**src/rtl/imm_gen_pkg.sv**
```systemverilog
// Shared decode definitions for the immediate generator: opcodes, format codes
// and the decode-result record.
package imm_gen_pkg;

  localparam logic [6:0] OP_LOAD   = 7'b0000011;
  localparam logic [6:0] OP_IMM    = 7'b0010011;
  localparam logic [6:0] OP_JALR   = 7'b1100111;
  localparam logic [6:0] OP_IMM32  = 7'b0011011;
  localparam logic [6:0] OP_STORE  = 7'b0100011;
  localparam logic [6:0] OP_BRANCH = 7'b1100011;
  localparam logic [6:0] OP_JAL    = 7'b1101111;
  localparam logic [6:0] OP_LUI    = 7'b0110111;
  localparam logic [6:0] OP_AUIPC  = 7'b0010111;
  localparam logic [6:0] OP_SYSTEM = 7'b1110011;
  localparam logic [6:0] OP_REG    = 7'b0110011;
  localparam logic [6:0] OP_FENCE  = 7'b0001111;

  typedef enum logic [2:0] {
    FMT_NONE = 3'd0,
    FMT_I    = 3'd1,
    FMT_S    = 3'd2,
    FMT_B    = 3'd3,
    FMT_U    = 3'd4,
    FMT_J    = 3'd5,
    FMT_Z    = 3'd6
  } imm_fmt_e;

  // Widest legal immediate; narrower builds keep the low XLEN bits.
  typedef struct packed {
    logic [63:0] imm;
    imm_fmt_e    fmt;
    logic        err;
  } dec_res_t;

endpackage

```
**src/rtl/imm_gen_pipe_if.sv**
```systemverilog
// Decode-stage bus: instruction valid/ready in, immediate valid/ready out, flush.
interface imm_gen_pipe_if #(parameter int XLEN = 32);
  logic            in_valid;
  logic            in_ready;
  logic [31:0]     inst;
  logic            out_valid;
  logic            out_ready;
  logic [XLEN-1:0] imm;
  logic [2:0]      imm_fmt;
  logic            imm_err;
  logic            flush;

  modport slave (
    input  in_valid, inst, out_ready, flush,
    output in_ready, out_valid, imm, imm_fmt, imm_err
  );

  modport master (
    output in_valid, inst, out_ready, flush,
    input  in_ready, out_valid, imm, imm_fmt, imm_err
  );
endinterface

```
**src/rtl/imm_decode_comb.sv**
```systemverilog
// Pure combinational instruction -> {immediate, format, error} decoder.
module imm_decode_comb
  import imm_gen_pkg::*;
#(
  parameter int XLEN = 32
) (
  input  logic [31:0]     inst_i,
  output logic [XLEN-1:0] imm_o,
  output imm_fmt_e        fmt_o,
  output logic            err_o
);

  logic s;
  assign s = inst_i[31];

  always_comb begin
    imm_o = '0;
    fmt_o = FMT_NONE;
    err_o = 1'b0;
    case (inst_i[6:0])
      OP_LOAD, OP_IMM, OP_JALR, OP_IMM32: begin
        imm_o = {{(XLEN-12){s}}, inst_i[31:20]};
        fmt_o = FMT_I;
      end
      OP_STORE: begin
        imm_o = {{(XLEN-12){s}}, inst_i[31:25], inst_i[11:7]};
        fmt_o = FMT_S;
      end
      OP_BRANCH: begin
        imm_o = {{(XLEN-12){s}}, inst_i[7], inst_i[30:25], inst_i[11:8], 1'b0};
        fmt_o = FMT_B;
      end
      OP_JAL: begin
        imm_o = {{(XLEN-20){s}}, inst_i[19:12], inst_i[20], inst_i[30:21], 1'b0};
        fmt_o = FMT_J;
      end
      OP_LUI, OP_AUIPC: begin
        imm_o = XLEN'($signed({inst_i[31:12], 12'b0}));
        fmt_o = FMT_U;
      end
      OP_SYSTEM: begin
        // Only the immediate CSR forms carry a (zero-extended) uimm.
        if (inst_i[14]) begin
          imm_o = XLEN'(inst_i[19:15]);
          fmt_o = FMT_Z;
        end
      end
      OP_REG, OP_FENCE: ;
      default: err_o = 1'b1;
    endcase
  end

endmodule

```
**src/rtl/imm_gen_pipe.sv**
```systemverilog
// Registered immediate generator with a DEPTH-entry output FIFO and flush.
// Optional IMM_GEN_PIPE_STATS_EN adds push and error counters.
module imm_gen_pipe
  import imm_gen_pkg::*;
#(
  parameter int XLEN  = 32,
  parameter int DEPTH = 4
) (
  input  logic          clk,
  input  logic          rst_n,
  imm_gen_pipe_if.slave bus
`ifdef IMM_GEN_PIPE_STATS_EN
  ,
  output logic [31:0]   stat_decoded,
  output logic [15:0]   stat_err
`endif
);

  localparam int AW = $clog2(DEPTH);

  typedef struct packed {
    logic [XLEN-1:0] imm;
    imm_fmt_e        fmt;
    logic            err;
  } entry_t;

  entry_t          mem_q [DEPTH];
  logic [AW-1:0]   wr_ptr_q, wr_ptr_d, rd_ptr_q, rd_ptr_d;
  logic [AW:0]     count_q, count_d;
  logic [XLEN-1:0] dec_imm;
  imm_fmt_e        dec_fmt;
  logic            dec_err;
  logic            full, empty, push, pop;

  imm_decode_comb #(.XLEN(XLEN)) u_dec (
    .inst_i (bus.inst),
    .imm_o  (dec_imm),
    .fmt_o  (dec_fmt),
    .err_o  (dec_err)
  );

  assign full  = (count_q == (AW+1)'(DEPTH));
  assign empty = (count_q == '0);
  // Full blocks input even when the head is popping this cycle.
  assign push  = bus.in_valid && !full && !bus.flush;
  assign pop   = bus.out_ready && !empty && !bus.flush;

  always_comb begin
    wr_ptr_d = wr_ptr_q;
    rd_ptr_d = rd_ptr_q;
    count_d  = count_q;
    if (bus.flush) begin
      wr_ptr_d = '0;
      rd_ptr_d = '0;
      count_d  = '0;
    end else begin
      if (push) wr_ptr_d = wr_ptr_q + 1'b1;
      if (pop)  rd_ptr_d = rd_ptr_q + 1'b1;
      count_d = count_q + (AW+1)'(push) - (AW+1)'(pop);
    end
  end

  always_ff @(posedge clk or negedge rst_n) begin
    if (!rst_n) begin
      wr_ptr_q <= '0;
      rd_ptr_q <= '0;
      count_q  <= '0;
      for (int i = 0; i < DEPTH; i++) mem_q[i] <= '0;
    end else begin
      wr_ptr_q <= wr_ptr_d;
      rd_ptr_q <= rd_ptr_d;
      count_q  <= count_d;
      if (push) mem_q[wr_ptr_q] <= '{imm: dec_imm, fmt: dec_fmt, err: dec_err};
    end
  end

  assign bus.in_ready  = !full;
  assign bus.out_valid = !empty;
  assign bus.imm       = mem_q[rd_ptr_q].imm;
  assign bus.imm_fmt   = mem_q[rd_ptr_q].fmt;
  assign bus.imm_err   = mem_q[rd_ptr_q].err;

`ifdef IMM_GEN_PIPE_STATS_EN
  logic [31:0] stat_decoded_q;
  logic [15:0] stat_err_q;

  // Flush leaves the counters alone; only reset clears them.
  always_ff @(posedge clk or negedge rst_n) begin
    if (!rst_n) begin
      stat_decoded_q <= '0;
      stat_err_q     <= '0;
    end else if (push) begin
      stat_decoded_q <= stat_decoded_q + 32'd1;
      if (dec_err && stat_err_q != 16'hFFFF) stat_err_q <= stat_err_q + 16'd1;
    end
  end

  assign stat_decoded = stat_decoded_q;
  assign stat_err     = stat_err_q;
`endif

endmodule

```
**src/flat_wrapper.sv**
```systemverilog
// flat-port wrapper written by rule: the top's interface ports become plain ports
module imm_gen_pipe_flat import imm_gen_pkg::*;
#(
  parameter int XLEN  = 32,
  parameter int DEPTH = 4
)
  (clk, rst_n, bus_in_valid, bus_inst, bus_out_ready, bus_flush, bus_in_ready, bus_out_valid, bus_imm, bus_imm_fmt, bus_imm_err);
  imm_gen_pipe_if #(.XLEN(XLEN)) bus_i ();
  input  logic clk;
  input  logic rst_n;
  input wire logic [$bits(bus_i.in_valid)-1:0] bus_in_valid;
  input wire logic [$bits(bus_i.inst)-1:0] bus_inst;
  input wire logic [$bits(bus_i.out_ready)-1:0] bus_out_ready;
  input wire logic [$bits(bus_i.flush)-1:0] bus_flush;
  output wire logic [$bits(bus_i.in_ready)-1:0] bus_in_ready;
  output wire logic [$bits(bus_i.out_valid)-1:0] bus_out_valid;
  output wire logic [$bits(bus_i.imm)-1:0] bus_imm;
  output wire logic [$bits(bus_i.imm_fmt)-1:0] bus_imm_fmt;
  output wire logic [$bits(bus_i.imm_err)-1:0] bus_imm_err;
  assign bus_i.in_valid = bus_in_valid;
  assign bus_i.inst = bus_inst;
  assign bus_i.out_ready = bus_out_ready;
  assign bus_i.flush = bus_flush;
  assign bus_in_ready = bus_i.in_ready;
  assign bus_out_valid = bus_i.out_valid;
  assign bus_imm = bus_i.imm;
  assign bus_imm_fmt = bus_i.imm_fmt;
  assign bus_imm_err = bus_i.imm_err;
  imm_gen_pipe #(.XLEN(XLEN), .DEPTH(DEPTH)) u_core (.clk(clk), .rst_n(rst_n), .bus(bus_i));
endmodule
```
**config.mk**
```make
export PLATFORM = sky130hd
export DESIGN_NAME = imm_gen_pipe_flat
export DESIGN_NICKNAME = d
export VERILOG_FILES = /design/src/rtl/imm_gen_pkg.sv /design/src/rtl/imm_gen_pipe_if.sv /design/src/rtl/imm_decode_comb.sv /design/src/rtl/imm_gen_pipe.sv /design/src/flat_wrapper.sv
export SDC_FILE = /design/constraint.sdc
export NUM_CORES = 1
export LEC_CHECK = 0
export BUFFER_PORTS_ARGS = -buffer_cell sky130_fd_sc_hd__buf_2
export CORE_AREA = 4 4 135 137
export CTS_CLUSTER_DIAMETER = 150
export DETAILED_ROUTE_END_ITERATION = 7
export DIE_AREA = 0 0 139 141
export HOLD_SLACK_MARGIN = 0.03
export PLACE_DENSITY = 0.68
export SETUP_SLACK_MARGIN = 0.3
export SYNTH_ARGS = -nofsm -noshare
export SYNTH_HDL_FRONTEND = slang
export SYNTH_SLANG_ARGS = --single-unit
export TNS_END_PERCENT = 30
```
**constraint.sdc**
```tcl
create_clock -name clk -period 2.5 [get_ports clk]
set_clock_uncertainty 0.1 [all_clocks]
set_input_delay 0.25 -clock clk [delete_from_list [all_inputs] [get_ports clk]]
set_output_delay 0.25 -clock clk [all_outputs]
set_load 0.05 [all_outputs]
```
**Word level (Yosys, flattened, before mapping)**

Index checks and enable logic that the tools add are counted.

- Add/subtract/negate cells: 4
- $lt $le $gt $ge: 3
- Eq/ne operators: 13
- Multiplexer cells: 16
- Bitwise gates (word level): 2
- Reductions and logical operators: 14

Operators by type and width:

| kind | count |
|---|---|
| 32-bit one-hot mux with 6 select lines | 1 |
| 144-bit bitwise mux | 1 |
| 36-bit 2-to-1 mux | 3 |
| 36-bit binary-select mux with 2-bit select | 1 |
| 36-bit demux with 2-bit select | 1 |
| 7-bit equality test (second input constant) | 4 |
| 7-bit by 5-bit equality test with 1-bit output (second input constant) | 3 |
| 7-bit by 6-bit equality test with 1-bit output (second input constant) | 3 |
| 3-bit one-hot mux with 6 select lines | 1 |
| 12-bit OR reduction | 1 |
| 2-bit 2-to-1 mux | 4 |
| 7-bit by 2-bit equality test with 1-bit output (second input constant) | 1 |
| 7-bit by 4-bit equality test with 1-bit output (second input constant) | 1 |
| 3-bit >= comparator (second input constant) | 2 |
| 3-bit 2-to-1 mux | 2 |
| 2-bit inverter with 3-bit output | 2 |
| 1-bit logical AND | 5 |
| 5-bit 2-to-1 mux | 1 |
| 2-bit by 1-bit adder with 2-bit output (second input constant) | 2 |
| 2-bit nonzero test | 2 |
| 4-bit OR reduction | 1 |
| 3-bit by 1-bit adder with 3-bit output | 1 |
| 3-bit equality test (second input constant) | 1 |
| 1-bit zero test | 3 |
| 5 further kinds | 5 |

- Flip-flop bits (word level): 151
- Input port bits: 37
- Output and inout port bits: 38
- Word-level logic and storage cells: 67

**Logic depth before layout (Yosys ltp)**

- Word-level depth: 7
- Depth in mapped cells: 10
- Gate-level depth less buffers: 10

**Modules after synthesis**

A second synthesis with hierarchy kept.

- Cell total of the unflattened synthesis: 494
- Area total of the unflattened synthesis: 7,756.2 µm²

By module, submodules not included:

| module | times used | cells each | area each (µm²) | seq. area each (µm²) |
|---|---|---|---|---|
| imm_gen_pipe | 1 | 393 | 6,947.9 | 3,778.6 |
| imm_decode_comb | 1 | 101 | 808.3 | 0.0 |

**Worst setup path after synthesis**

Ideal clock, no wire load.

- Kind: register to register
- Start: register u_core.count_q[1]
- End: register u_core.count_q[2]
- Setup time: 0.121 ns
- Arrival: 2.310 ns
- Required time: 2.279 ns
- Setup slack: -0.031 ns
- Stages on the path, launching flop included: 11
- Path buffers: 0
- Period minus slack after synthesis: 2.531 ns
- Cell sequence: dfrtp_1 or3_1 nand2_1 nor2_1 ha_1 inv_1 ha_1 inv_1 fa_1 xnor2_1 nor2_1

- Elaborated cells between the ends (all ways): 11
- Classes of those cells: 2 x add/sub; 1 x eq/ne; 1 x mux; 7 x reduce/logical

RTL lines:

| what | RTL line | text |
|---|---|---|
| from (decl) | imm_gen_pipe.sv:29 | `logic [AW:0] count_q, count_d;` |
| from (signal assigned) | imm_gen_pipe.sv:72 | `count_q <= count_d;` |
| 3-bit zero test | imm_gen_pipe.sv:43 | `assign empty = (count_q == '0);` |
| 1-bit zero test | n/a |  |
| net bus_out_valid | flat_wrapper.sv:16 | `output wire logic [$bits(bus_i.out_valid)-1:0] bus_out_valid;` |
| 1-bit logical AND (2 in series) | imm_gen_pipe.sv:46 | `assign pop = bus.out_ready && !empty && !bus.flush;` |
| 3-bit by 1-bit subtractor with 3-bit output | imm_gen_pipe.sv:59 | `count_d = count_q + (AW+1)'(push) - (AW+1)'(pop);` |
| 3-bit 2-to-1 mux | imm_gen_pipe.sv:52 | `if (bus.flush) begin` |
| net u_core.count_d[2] | imm_gen_pipe.sv:29 |  |

The timed path passes the listed nets, and every way through them passes these cells.
A chain may end at the register's enable or synchronous reset.

**Worst setup path in the final report**

- Start: register u_core.rd_ptr_q[0]
- End: output port bus_imm[27]

- Cells in the longest elaborated chain, start to end: 4

Ends and longest elaborated chain:

| what | RTL line | text |
|---|---|---|
| from (decl) | imm_gen_pipe.sv:28 | `logic [AW-1:0] wr_ptr_q, wr_ptr_d, rd_ptr_q, rd_ptr_d;` |
| from (signal assigned) | imm_gen_pipe.sv:71 | `rd_ptr_q <= rd_ptr_d;` |
| 2-bit inverter with 3-bit output (implied by the code) | imm_gen_pipe.sv:79 | `assign bus.imm = mem_q[rd_ptr_q].imm;` |
| 36-bit binary-select mux with 2-bit select | imm_gen_pipe.sv:79 |  |
| 36-bit 2-to-1 mux (implied by the code) (2 in series) | imm_gen_pipe.sv:79 |  |
| to (decl) | flat_wrapper.sv:17 | `output wire logic [$bits(bus_i.imm)-1:0] bus_imm;` |

No other way between the ends. The select of a mux whose other input is x is not followed.

==> flow_summary.ini <==
[status]
outcome = completed

[sta]
relSlewSlack = 0.5290
fmax_ghz = 0.4437
tightest_slew_ns = 0.7027
final.min_clock_period_ns = 2.254
finalSetupTns_ns = 0
setup_viol_count_final = 0
min_period_over_period = 0.9014
whs_ns = 0.04415
hold_viol = 0
rsz0062_at_grt = true
final.setup.worst_slack_ns = 0.2464
slew_violations = 0

[synth]
synth_top_family_by_area = multiplexers
yosys-top-cells-area = dfrtp_1 (50%), mux4_2 (11%), mux2i_1 (5.8%)
ys.flop_type = dfrtp_1
synth_fp_nets = 726
synth.distinct_cells = 50
yosys.area_share.simple = 0.1201
synthAdderAreaFrac = 0.01258
synth_common_cells = dfrtp_1 (151), nor2_1 (76), a21oi_1 (59), nand2_1 (57), mux2i_1 (44)
synth_compound_area_frac = 0.1327
ys_ff_latch = 151
synth-xor-area-share = 0.005792
synth-edff-count = 0
syn_area_um2 = 7561
seq_area_frac_synth = 0.4998
syn_area_per_cell_um2 = 11.09
synthArstFlopShare = 1.000
synth_most_common_cell = dfrtp_1
ys_warn_count = 0
synth_top_area_share = 0.4998
yosysTopAreaCell = dfrtp_1
synthesis.instances = 682
synthMuxAreaShare = 0.1729

[final_layout]
final_nets = 799
area_growth_pct = 19.97
final_cells = 993
finish.instance_area_um2 = 9071
post-route-util = 0.5318
drive_gt1_frac = 0.2552
diodes = 0

[clock_network]
cts_max_path_buffers = 2
cts_tree = built
cts.sinks = 151
clk_transition_reported_paths_ns = 0.06
cts_made_buffers = 17
cts-root-buf = clkbuf_16
clk_latency_ns = 0.41
htree_levels = 4

[route]
drt_pass1_iterations = 5
route.detailed.drc = 0
via_per_inst = 5.862
vias = 5821
drt_iter0_markers = 560
drtAntennaViolNets = 0
wl_per_cell_um = 20.54
drt-total-wl_um = 20400

[power_and_ir_drop]
ir_worst_vdd_mv = 0.6393
switching_share = 0.3545
pwr-share-comb = 0.350
p_leak_nw = 3.874
p_int_mw = 5.925
seqPwrFrac = 0.359
p_total_mw = 9.179
power_frac_clock = 0.291
p_per_area_nw_per_um2 = 1012
p_sw_mw = 3.254

[global_route]
first_global_vias = 6196
grt_use_total = 0.2128
antenna_found_initial = 0
grt_max_degree = 89
grt_pass1_wl_um = 32860
grt-ovfl-total = 0

[placed_design]
pre_cts_ws_ns = 0.2511
hpwl_um = 13210
io_buffers = 74
routabilityCongestion = 0.8050
dpl_cell_area_um2 = 8102
dp.cells = 948

[die]
core_area_um2 = 17060
start_util = 0.4433
dieArea_um2 = 19600
fp-row-count = 48
io_pins = 75
die_height_um = 141
dieWidth_um = 139

[setup_path]
crit_fanout = 9
crit_type = flop to primary output
end_kind = primary output
critPathRequiredTime_ns = 2.15
critPathArrivalTime_ns = 1.90
start_kind = flop

[job]
maxCapViolCount = 0

[worst_hold_path]
hp-class = input port to flop
==> critical path: stages, from the launching register on <==
cell       delay (ns)
dfrtp_2          0.42
bufbuf_16        0.32
mux4_2           0.53
buf_4            0.21
==> cell usage in the layout (no fill, tap or decap), types with 8 or more instances in the layout <==
cell type	netlist	layout
a21oi_1	59	59
a22o_1	8	8
buf_2	24	44
buf_4	5	33
buf_6	7	19
clkbuf_16	0	17
dfrtp_1	151	149
inv_1	18	18
mux2i_1	44	44
mux4_2	36	36
nand2_1	57	56
nand3_1	8	8
nor2_1	76	76
nor3_1	12	12
o21ai_0	19	19
o21ai_1	36	36
o31ai_1	24	24
==> flip-flops by register name, summed over array words and instances, names as in the netlist <==
| register | count |
|---|---|
| u_core.count_q | 3 |
| u_core.mem_q | 144 |
| u_core.rd_ptr_q | 2 |
| u_core.wr_ptr_q | 2 |
==> power by group through the flow <==
stage | clock network [mW] | logic (mW) | registers [mW]
3_5_place_dp | 0 | 2.78 | 3.33
2_1_floorplan | 0 | 2.22 | 3.21
3_3_place_gp | 0 | 2.72 | 3.26
5_1_grt | 2.82 | 3.45 | 3.35
4_1_cts | 2.70 | 3.19 | 3.29
6_report | 2.67 | 3.21 | 3.30
==> cell families after synthesis <==
group | after synthesis
adder cells (fa/ha/maj) | 7
AO/OA/AOI/OAI | 167
XOR/XNOR | 5
flip-flops | 151
multiplexers | 85
buffers and inverters | 73
AND/OR/NAND/NOR | 194
==> layer usage <==
metal | track usage | vias up | routed length, um | share of wire
li1 | - | 2602 | - | -
met1 | 0.2645 | 2985 | 8077 | 0.40
met2 | 0.3702 | 187 | 10650 | 0.52
met5 | 0 | - | 0 | 0
met3 | 0.03630 | 47 | 1041 | 0.051
met4 | 0.08857 | 0 | 622 | 0.030
==> cell type report <==
cell class                      count  area [um^2]
Sequential cell                   151         3781
Clock buffer                       20        446.7
Tap cell                          225        281.5
Clock inverter                     12        166.4
Fill cell                        1460         7985
Timing Repair Buffer              109        937.1
Inverter                           18        67.56
Multi-Input combinational cell    458         3391
==> repair_timing <==
item / in CTS / in global routing
hold buffers: 4 / 0
cloned: 3 / 0
pin swaps: 0 / 3
endpoints found under the hold margin: 157 / 0
setup endpoints to repair: 39 / 80
setup buffers: 3 / 3
gates resized for setup: 50 / 6
==> final timing paths <==
path                               startpoint                end  slack, ns  cells past startpoint
min reg2reg                  u_core.mem_q[50]   u_core.mem_q[50]       0.38                      2
min in group asynchronous               rst_n   u_core.mem_q[66]       0.07                      2
max in group asynchronous               rst_n   u_core.mem_q[36]       1.57                      3
max                        u_core.rd_ptr_q[0]        bus_imm[27]       0.25                      3
max reg2reg                 u_core.count_q[0]  u_core.count_q[1]       0.31                      9
min                              bus_inst[13]   u_core.mem_q[89]       0.04                      3
Note: power is estimated with default switching activity, not from simulation.
